===== src/rtl/imem_fetch_ctrl.sv =====
// Fetch-stage sequencer for a multi-cycle instruction memory: owns the PC, issues one read at a
// time, hands instructions to decode under valid/stall, and applies redirects and HALT.
module imem_fetch_ctrl #(
  parameter logic [15:0] RESET_PC  = 16'h0000,
  parameter logic [15:0] NOP_INSTR = 16'h0800
) (
  input  logic        clk,
  input  logic        rst,
  output logic [15:0] mem_addr,
  output logic        mem_rd,
  input  logic        mem_stall,
  input  logic        mem_done,
  input  logic [15:0] mem_data,
  input  logic        mem_err,
  input  logic        redirect,
  input  logic [15:0] redirect_pc,
  input  logic        halt,
  input  logic        stall,
  output logic [15:0] instr_out,
  output logic [15:0] pc_add,
  output logic        instr_valid,
  output logic        halted,
  output logic        err
);

  typedef enum logic [2:0] {
    StIdle,
    StReq,
    StWait,
    StValid,
    StHalted
  } state_e;

  state_e      r_state, w_state_d;
  logic [15:0] r_pc, w_pc_d;
  logic [15:0] r_target, w_target_d;
  logic [15:0] r_instr, w_instr_d;
  logic [15:0] r_pc_add, w_pc_add_d;
  logic        r_kill, w_kill_d;
  logic        r_halt_pend, w_halt_pend_d;
  logic        r_err, w_err_d;
  logic [16:0] w_pc_inc;

  // Bit 16 is the wrap indicator used to flag err.
  assign w_pc_inc = {1'b0, r_pc} + 17'd2;

  always_ff @(posedge clk or negedge rst) begin
    if (!rst) begin
      r_state     <= StIdle;
      r_pc        <= RESET_PC;
      r_target    <= RESET_PC;
      r_instr     <= NOP_INSTR;
      r_pc_add    <= 16'h0000;
      r_kill      <= 1'b0;
      r_halt_pend <= 1'b0;
      r_err       <= 1'b0;
    end else begin
      r_state     <= w_state_d;
      r_pc        <= w_pc_d;
      r_target    <= w_target_d;
      r_instr     <= w_instr_d;
      r_pc_add    <= w_pc_add_d;
      r_kill      <= w_kill_d;
      r_halt_pend <= w_halt_pend_d;
      r_err       <= w_err_d;
    end
  end

  always_comb begin
    w_state_d     = r_state;
    w_pc_d        = r_pc;
    w_target_d    = r_target;
    w_instr_d     = r_instr;
    w_pc_add_d    = r_pc_add;
    w_kill_d      = r_kill;
    w_halt_pend_d = r_halt_pend;
    w_err_d       = r_err;

    unique case (r_state)
      StIdle: begin
        if (redirect) begin
          w_pc_d    = redirect_pc;
          w_state_d = StReq;
        end else if (halt) begin
          w_state_d = StHalted;
        end else begin
          w_state_d = StReq;
        end
      end

      StReq: begin
        if (redirect) begin
          w_pc_d = redirect_pc;
          // The old address was accepted this cycle: treat it as in flight and kill it.
          if (!mem_stall) begin
            w_kill_d   = 1'b1;
            w_target_d = redirect_pc;
            w_state_d  = StWait;
          end
        end else if (halt) begin
          w_state_d = StHalted;
        end else if (!mem_stall) begin
          w_state_d = StWait;
        end
      end

      StWait: begin
        if (mem_done && mem_err) begin
          w_err_d = 1'b1;
        end
        if (redirect) begin
          w_halt_pend_d = 1'b0;
          if (mem_done) begin
            w_pc_d    = redirect_pc;
            w_kill_d  = 1'b0;
            w_state_d = StReq;
          end else begin
            w_kill_d   = 1'b1;
            w_target_d = redirect_pc;
          end
        end else if (mem_done) begin
          w_kill_d      = 1'b0;
          w_halt_pend_d = 1'b0;
          if (r_halt_pend || halt) begin
            w_state_d = StHalted;
          end else if (r_kill) begin
            w_pc_d    = r_target;
            w_state_d = StReq;
          end else begin
            w_instr_d  = mem_data;
            w_pc_add_d = w_pc_inc[15:0];
            w_state_d  = StValid;
          end
        end else if (halt) begin
          w_halt_pend_d = 1'b1;
        end
      end

      StValid: begin
        if (redirect) begin
          w_pc_d    = redirect_pc;
          w_state_d = StReq;
        end else if (halt) begin
          w_state_d = StHalted;
        end else if (!stall) begin
          w_pc_d    = w_pc_inc[15:0];
          w_state_d = StReq;
          if (w_pc_inc[16]) begin
            w_err_d = 1'b1;
          end
        end
      end

      StHalted: begin
        w_state_d = StHalted;
      end

      default: begin
        w_state_d = StIdle;
      end
    endcase
  end

  assign mem_addr    = r_pc;
  assign mem_rd      = (r_state == StReq);
  assign instr_valid = (r_state == StValid);
  assign instr_out   = instr_valid ? r_instr : NOP_INSTR;
  assign pc_add      = r_pc_add;
  assign halted      = (r_state == StHalted);
  assign err         = r_err;

endmodule


===== config.mk =====
export PLATFORM = sky130hd
export DESIGN_NAME = imem_fetch_ctrl
export DESIGN_NICKNAME = d
export VERILOG_FILES = /design/src/rtl/imem_fetch_ctrl.sv
export SDC_FILE = /design/constraint.sdc
export NUM_CORES = 1
export LEC_CHECK = 0
export CAP_MARGIN = 10
export CORE_UTILIZATION = 29
export DETAILED_ROUTE_END_ITERATION = 6
export PLACE_DENSITY_LB_ADDON = 0.08
export SKIP_LAST_GASP = 1
export SLEW_MARGIN = 20
export SYNTH_ARGS = -nofsm -noshare
export SYNTH_HDL_FRONTEND = slang
export SYNTH_SLANG_ARGS = --single-unit

===== constraint.sdc =====
create_clock -name clk -period 2.9 [get_ports clk]
set_input_delay 0.29 -clock clk [delete_from_list [all_inputs] [get_ports clk]]
set_output_delay 0.29 -clock clk [all_outputs]
set_load 0.1 [all_outputs]

# Yosys cells after proc, flatten, opt, wreduce, memory -nomap -nowiden
# Cells that the tools add are included.
[classes] reduce_logical=15 eq_ne=21 bitwise=3 muxes=45 addsub=1
[ops] operator="2-to-1 mux 16 bit" count=14
[ops] operator="case mux 16 bit (3 select lines)" count=1
[ops] operator="2-to-1 mux 3 bit" count=12
[ops] operator="case mux 16 bit (2 select lines)" count=1
[ops] operator="adder 16 x 2 -> 17 bit (second input constant)" count=1
[ops] operator="inequality test 2 bit (second input constant)" count=8
[ops] operator="inequality test 3 bit (second input constant)" count=5
[ops] operator="case mux 3 bit (5 select lines)" count=1
[ops] operator="2-to-1 mux 1 bit" count=13
[ops] operator="AND reduction 5 bit" count=2
[ops] operator="AND reduction 7 bit" count=1
[ops] operator="== test 3 x 2 -> 1 bit (second input constant)" count=2
[ops] operator="inequality test 2 x 1 -> 1 bit (second input constant)" count=3
[ops] operator="AND reduction 6 bit" count=1
[ops] operator="nonzero test 3 bit" count=2
[ops] operator="inequality test 4 bit (second input constant)" count=1
[ops] operator="case mux 1 bit (2 select lines)" count=2
[ops] operator="AND reduction 2 bit" count=2
[ops] operator="AND reduction 4 bit" count=1
[ops] operator="nonzero test 2 bit" count=2
[ops] operator="== test 3 x 1 -> 1 bit (second input constant)" count=1
[ops] operator="== test 3 bit (second input constant)" count=1
[ops] operator="zero test 3 bit" count=1
[ops] operator="NOT 1 bit" count=3
[ops] operator="4 further kinds" count=4
[word_totals] ff_bits=70 elab_cells=93

# Longest topological paths before layout
[logic_depth] depth_word=6 mapped_depth=7 ltp_nobuf=5

# Worst setup path before layout
# OpenSTA, ideal clock, no wires.
[synth_path] kind="flip-flop to output port" startpoint="reg r_state[0]" endpoint="out mem_rd" stages_incl_launch_ff=5 path_slack_ps=-655 arrival_time_ps=3265 cell_sequence="dfrtp_1 > buf_2 > clkbuf_1 > clkbuf_1 > nor3b_1"
[synth_between] elab_chain_cells=1
[synth_rtl] item="from (decl)" line_no="34" source="state_e r_state, w_state_d;"
[synth_rtl] item="from (signal assigned)" line_no="49" source="r_state <= StIdle;"
[synth_rtl] item="from (signal assigned)" line_no="58" source="r_state <= w_state_d;"
[synth_rtl] item="== test 3 x 1 -> 1 bit" line_no="165" source="assign mem_rd = (r_state == StReq);"
[synth_rtl] item="to (decl)" line_no="10" source="output logic mem_rd,"
# Every way passes these cells.

# Worst setup path after layout
[layout_path] startpoint="reg r_state[1]" endpoint="out instr_out[12]"
[layout_between] elab_chain_cells=2
[layout_rtl] item="== test 3 x 2 -> 1 bit" line_no="166" source="assign instr_valid = (r_state == StValid);"
[layout_rtl] item="2-to-1 mux 16 bit" line_no="167" source="assign instr_out = instr_valid ? r_instr : NOP_INSTR;"
[layout_rtl] item="to (decl)" line_no="19" source="output logic [15:0] instr_out,"
# Every way passes these cells.

==> results.tsv <==
stage	metric	value	unit
final_layout	layout.cells.most_common	dfrtp_1	
yosys	yosysWarnings	0	
pwr	p_leak	2.39	nW
yosys	synthFlopType	dfrtp_1	
setup_path	ff2ff_setup_slack	730	ps
pwr	p_sw	3.58	mW
pwr	p_clk_frac	0.176	
grt	antenna_found_initial	0	
sta	period_share	0.831	
clocking	worstSkewPairLatency	340	ps
setup_path	critPathMaxStageDelay	690	ps
setup_path	crit_type	register to output pin	
grt	grt_usage	0.171	
final_layout	drive_gt1_frac	0.234	
drt	vias_per_cell	5.20	
sta	setup_violations	0	
sta	hold_viol	0	
yosys	synth-async-reset-ratio	1.00	
grt	grt.overflow.total	0	
clocking	clk_pin_slew	60	ps
pwr	p_int	3.33	mW
die	dieWidth	121	um
worst_hold_path	min_from	err$_DFFE_PN0P_	
die	io_pins	92	
setup_path	cp_top_family	buffers and inverters	
clocking	cts_inserted_buffers	9	
pwr	power_frac_seq	0.277	
sta	fin_tns_setup	0	ps
die	start_util	0.303	
sta	worst_pin_slew	758	ps
die	row_count	42	
final_layout	mostFrequentLayoutCells	dfrtp_1, buf_4, clkdlybuf4s50_1	
grt	grt_max_degree	47	
drt	drt_pass1_iterations	4	
placement	routabilityCongestion	0.801	
status	status	complete, no violations	
die	fp.dieArea	0.0145	sq mm
final_layout	area_growth	35.6	%
drt	antenna_left	0	
worst_hold_path	min_to	err$_DFFE_PN0P_	
final_layout	num_antenna_cells	0	
setup_path	critPathMaxFanout	19	
pwr	sw_frac_of_total	0.518	
clocking	htree_levels	3	
pwr	power_density	1250	mW/mm^2
setup_path	rr_worst_depth	4	
setup_path	cp-end-kind	output pin	
yosys	synth_edf_count	0	
placement	hpwl	8.29	mm
yosys	syn_inst	396	
sta	skew	7.84	ps
die	core	0.0135	sq mm
setup_path	path_cells	buf_4 > nor2b_1 > buf_4 > and3_1 > buf_12	
pwr	comb_power_share	0.546	
sta	rsz0062_at_grt	no	
setup_path	path_buf_inv	3	
yosys	synth.distinct_cells	68	
drt	vias	3408	
worst_hold_path	min_path_cells	2	
drt	drc	0	
setup_path	cp_slowest_cell	dfrtp_1	
sta	min_period	2410	ps
yosys	syn_area	0.00408	sq mm
grt	grt_pass1_vias	3499	
job	maxCapViolations	0	
pwr	peakVddDrop	0.661	mV
worst_hold_path	hp-class	register to register	
setup_path	cp-start-kind	register	
drt	wl	11.7	mm
sta	maxSlewViolCount	0	
clocking	cts_tree	built	
placement	port_buffers	91	
setup_path	crit_required	2610	ps
drt	wire_per_inst	17.9	um
setup_path	path_common_cell	buf_4	
setup_path	worstPathArrival	2120	ps
yosys	ys_seq_area_frac	0.430	
sta	fin_ws	491	ps
clocking	cts_root_buffer	clkbuf_16	
die	die_h	121	um
pwr	total_power	6.91	mW
final_layout	nets	516	
yosys	syn_area_per_cell	10.3	sq um
sta	maxSlewHeadroom	0.495	
clocking	cts_resized	0	
yosys	syn-num-nets	437	
yosys	ys_ff_latch	70	
clocking	clock_path_buffers	2	
drt	drt_iter0_markers	133	
sta	max_freq	0.415	GHz
clocking	numClockSinks	70	
setup_path	reg2reg_to	r_target[11]$_DFFE_PN0P_	
setup_path	rr_startpoint	r_state[0]$_DFFE_PN0P_	
placement	preCtsSetupSlack	661	ps
grt	grt_pass1_wl	19.0	mm
[layer usage]
layer / GRT usage / vias up / wire (um) / share of wire
li1: - / 1635 / - / -
met1: 0.243 / 1682 / 5880 / 0.50
met2: 0.252 / 74 / 5160 / 0.44
met3: 0.0311 / 17 / 450 / 0.038
met4: 0.0748 / 0 / 214 / 0.018
met5: 0 / - / 0 / 0
[sequential cells by signal, summed over array words and instances (netlist names)]
register	count
mem_addr	16
pc_add	16
r_instr	16
r_target	16
r_state	3
err	1
r_halt_pend	1
r_kill	1
[cell families (layout without fill, tap and decap cells)]
kind of cell / after synthesis / after routing / share of synthesized area
AOI/OAI and AO/OA: 105 / 105 / 0.174
muxes: 38 / 38 / 0.113
adders and majority gates: 1 / 1 / 0.00307
and+or+nand+nor: 127 / 127 / 0.198
DFF: 70 / 70 / 0.430
buffers and inverters: 45 / 128 / 0.0602
xor gates and xnor gates: 10 / 10 / 0.0215
[cells in the mapped netlist, types with 3 or more instances]
library cell	number	area (sq um)
nand4bb_1	5	56.3
xnor2_1	8	70.1
inv_1	10	37.5
o22ai_1	3	18.8
a31oi_1	11	68.8
and2_1	5	31.3
nor4_1	5	31.3
buf_6	7	78.8
mux2_4	9	135
o21ai_0	4	20.0
o21ai_1	14	70.1
and3_1	16	100
o31a_1	3	26.3
mux2_1	20	225
mux2_2	7	78.8
a21oi_1	24	120
nor3b_1	8	60.1
o31ai_1	4	30.0
nor2_1	15	56.3
dfrtp_1	69	1730
o211ai_1	7	52.6
nor2b_1	7	43.8
nand2_1	28	105
nor3_1	10	50.1
nor4_2	3	37.5
buf_2	13	65.1
clkbuf_1	12	45.0
a2bb2oi_1	5	43.8
a2111oi_0	3	26.3
nand3_1	5	25.0
a211oi_1	6	45.0
o2bb2ai_1	5	43.8
[how the worst max path moves through the flow]
stage	from	endpoint	slack [ps]	depth (start not counted)
finish	r_state[1]$_DFFE_PN0P_	instr_out[12]	490	5
CTS	r_state[0]$_DFFE_PN0P_	instr_out[11]	460	4
global route	r_state[1]$_DFFE_PN0P_	instr_out[13]	340	5
detailed placement	redirect	mem_addr[8]$_DFFE_PN0P_	660	7
floorplan	r_state[0]$_DFFE_PN0P_	mem_rd	340	4
global placement	redirect	mem_addr[3]$_DFFE_PN0P_	640	6
[repair_timing]
action,in CTS,in global routing
hold buffers,1,0
setup buffers,0,0
hold endpoints to repair,22,0
[final cells by class]
class	count	area, sq um
Clock buffer	12	256
Clock inverter	3	67.6
Fill cell	1383	7930
Inverter	11	41.3
Multi-Input combinational cell	281	2090
Sequential cell	70	1750
Tap cell	176	220
Timing Repair Buffer	102	1100
[worst min-delay path, delay by kind of cell, from the launching register on]
family | cells | cell delay (ps)
AOI/OAI and AO/OA | 1 | 50
and+or+nand+nor | 1 | 50
DFF | 1 | 350
[power by group through the flow]
stage	Clock, mW	Sequential [mW]	Combinational [mW]
after floorplan	0	3.13	1.67
after global placement	0	1.92	3.77
after detailed placement	0	1.93	3.78
after CTS	1.25	1.92	3.79
after global routing	1.29	1.99	3.98
final	1.22	1.92	3.78
[metrics by stage]
step | cell area, sq um | hold slack [ps] | cells | utilization
detailed placement | 5190 | 354 | 639 | 0.386
global route | 5520 | 499 | 655 | 0.411
global placement | 5190 | 356 | 639 | 0.386
CTS | 5520 | 480 | 655 | 0.411
finish | 5520 | 474 | 655 | 0.411
floorplan | 4090 | -5.59 | 396 | -
(Power assumes the default switching activity.)
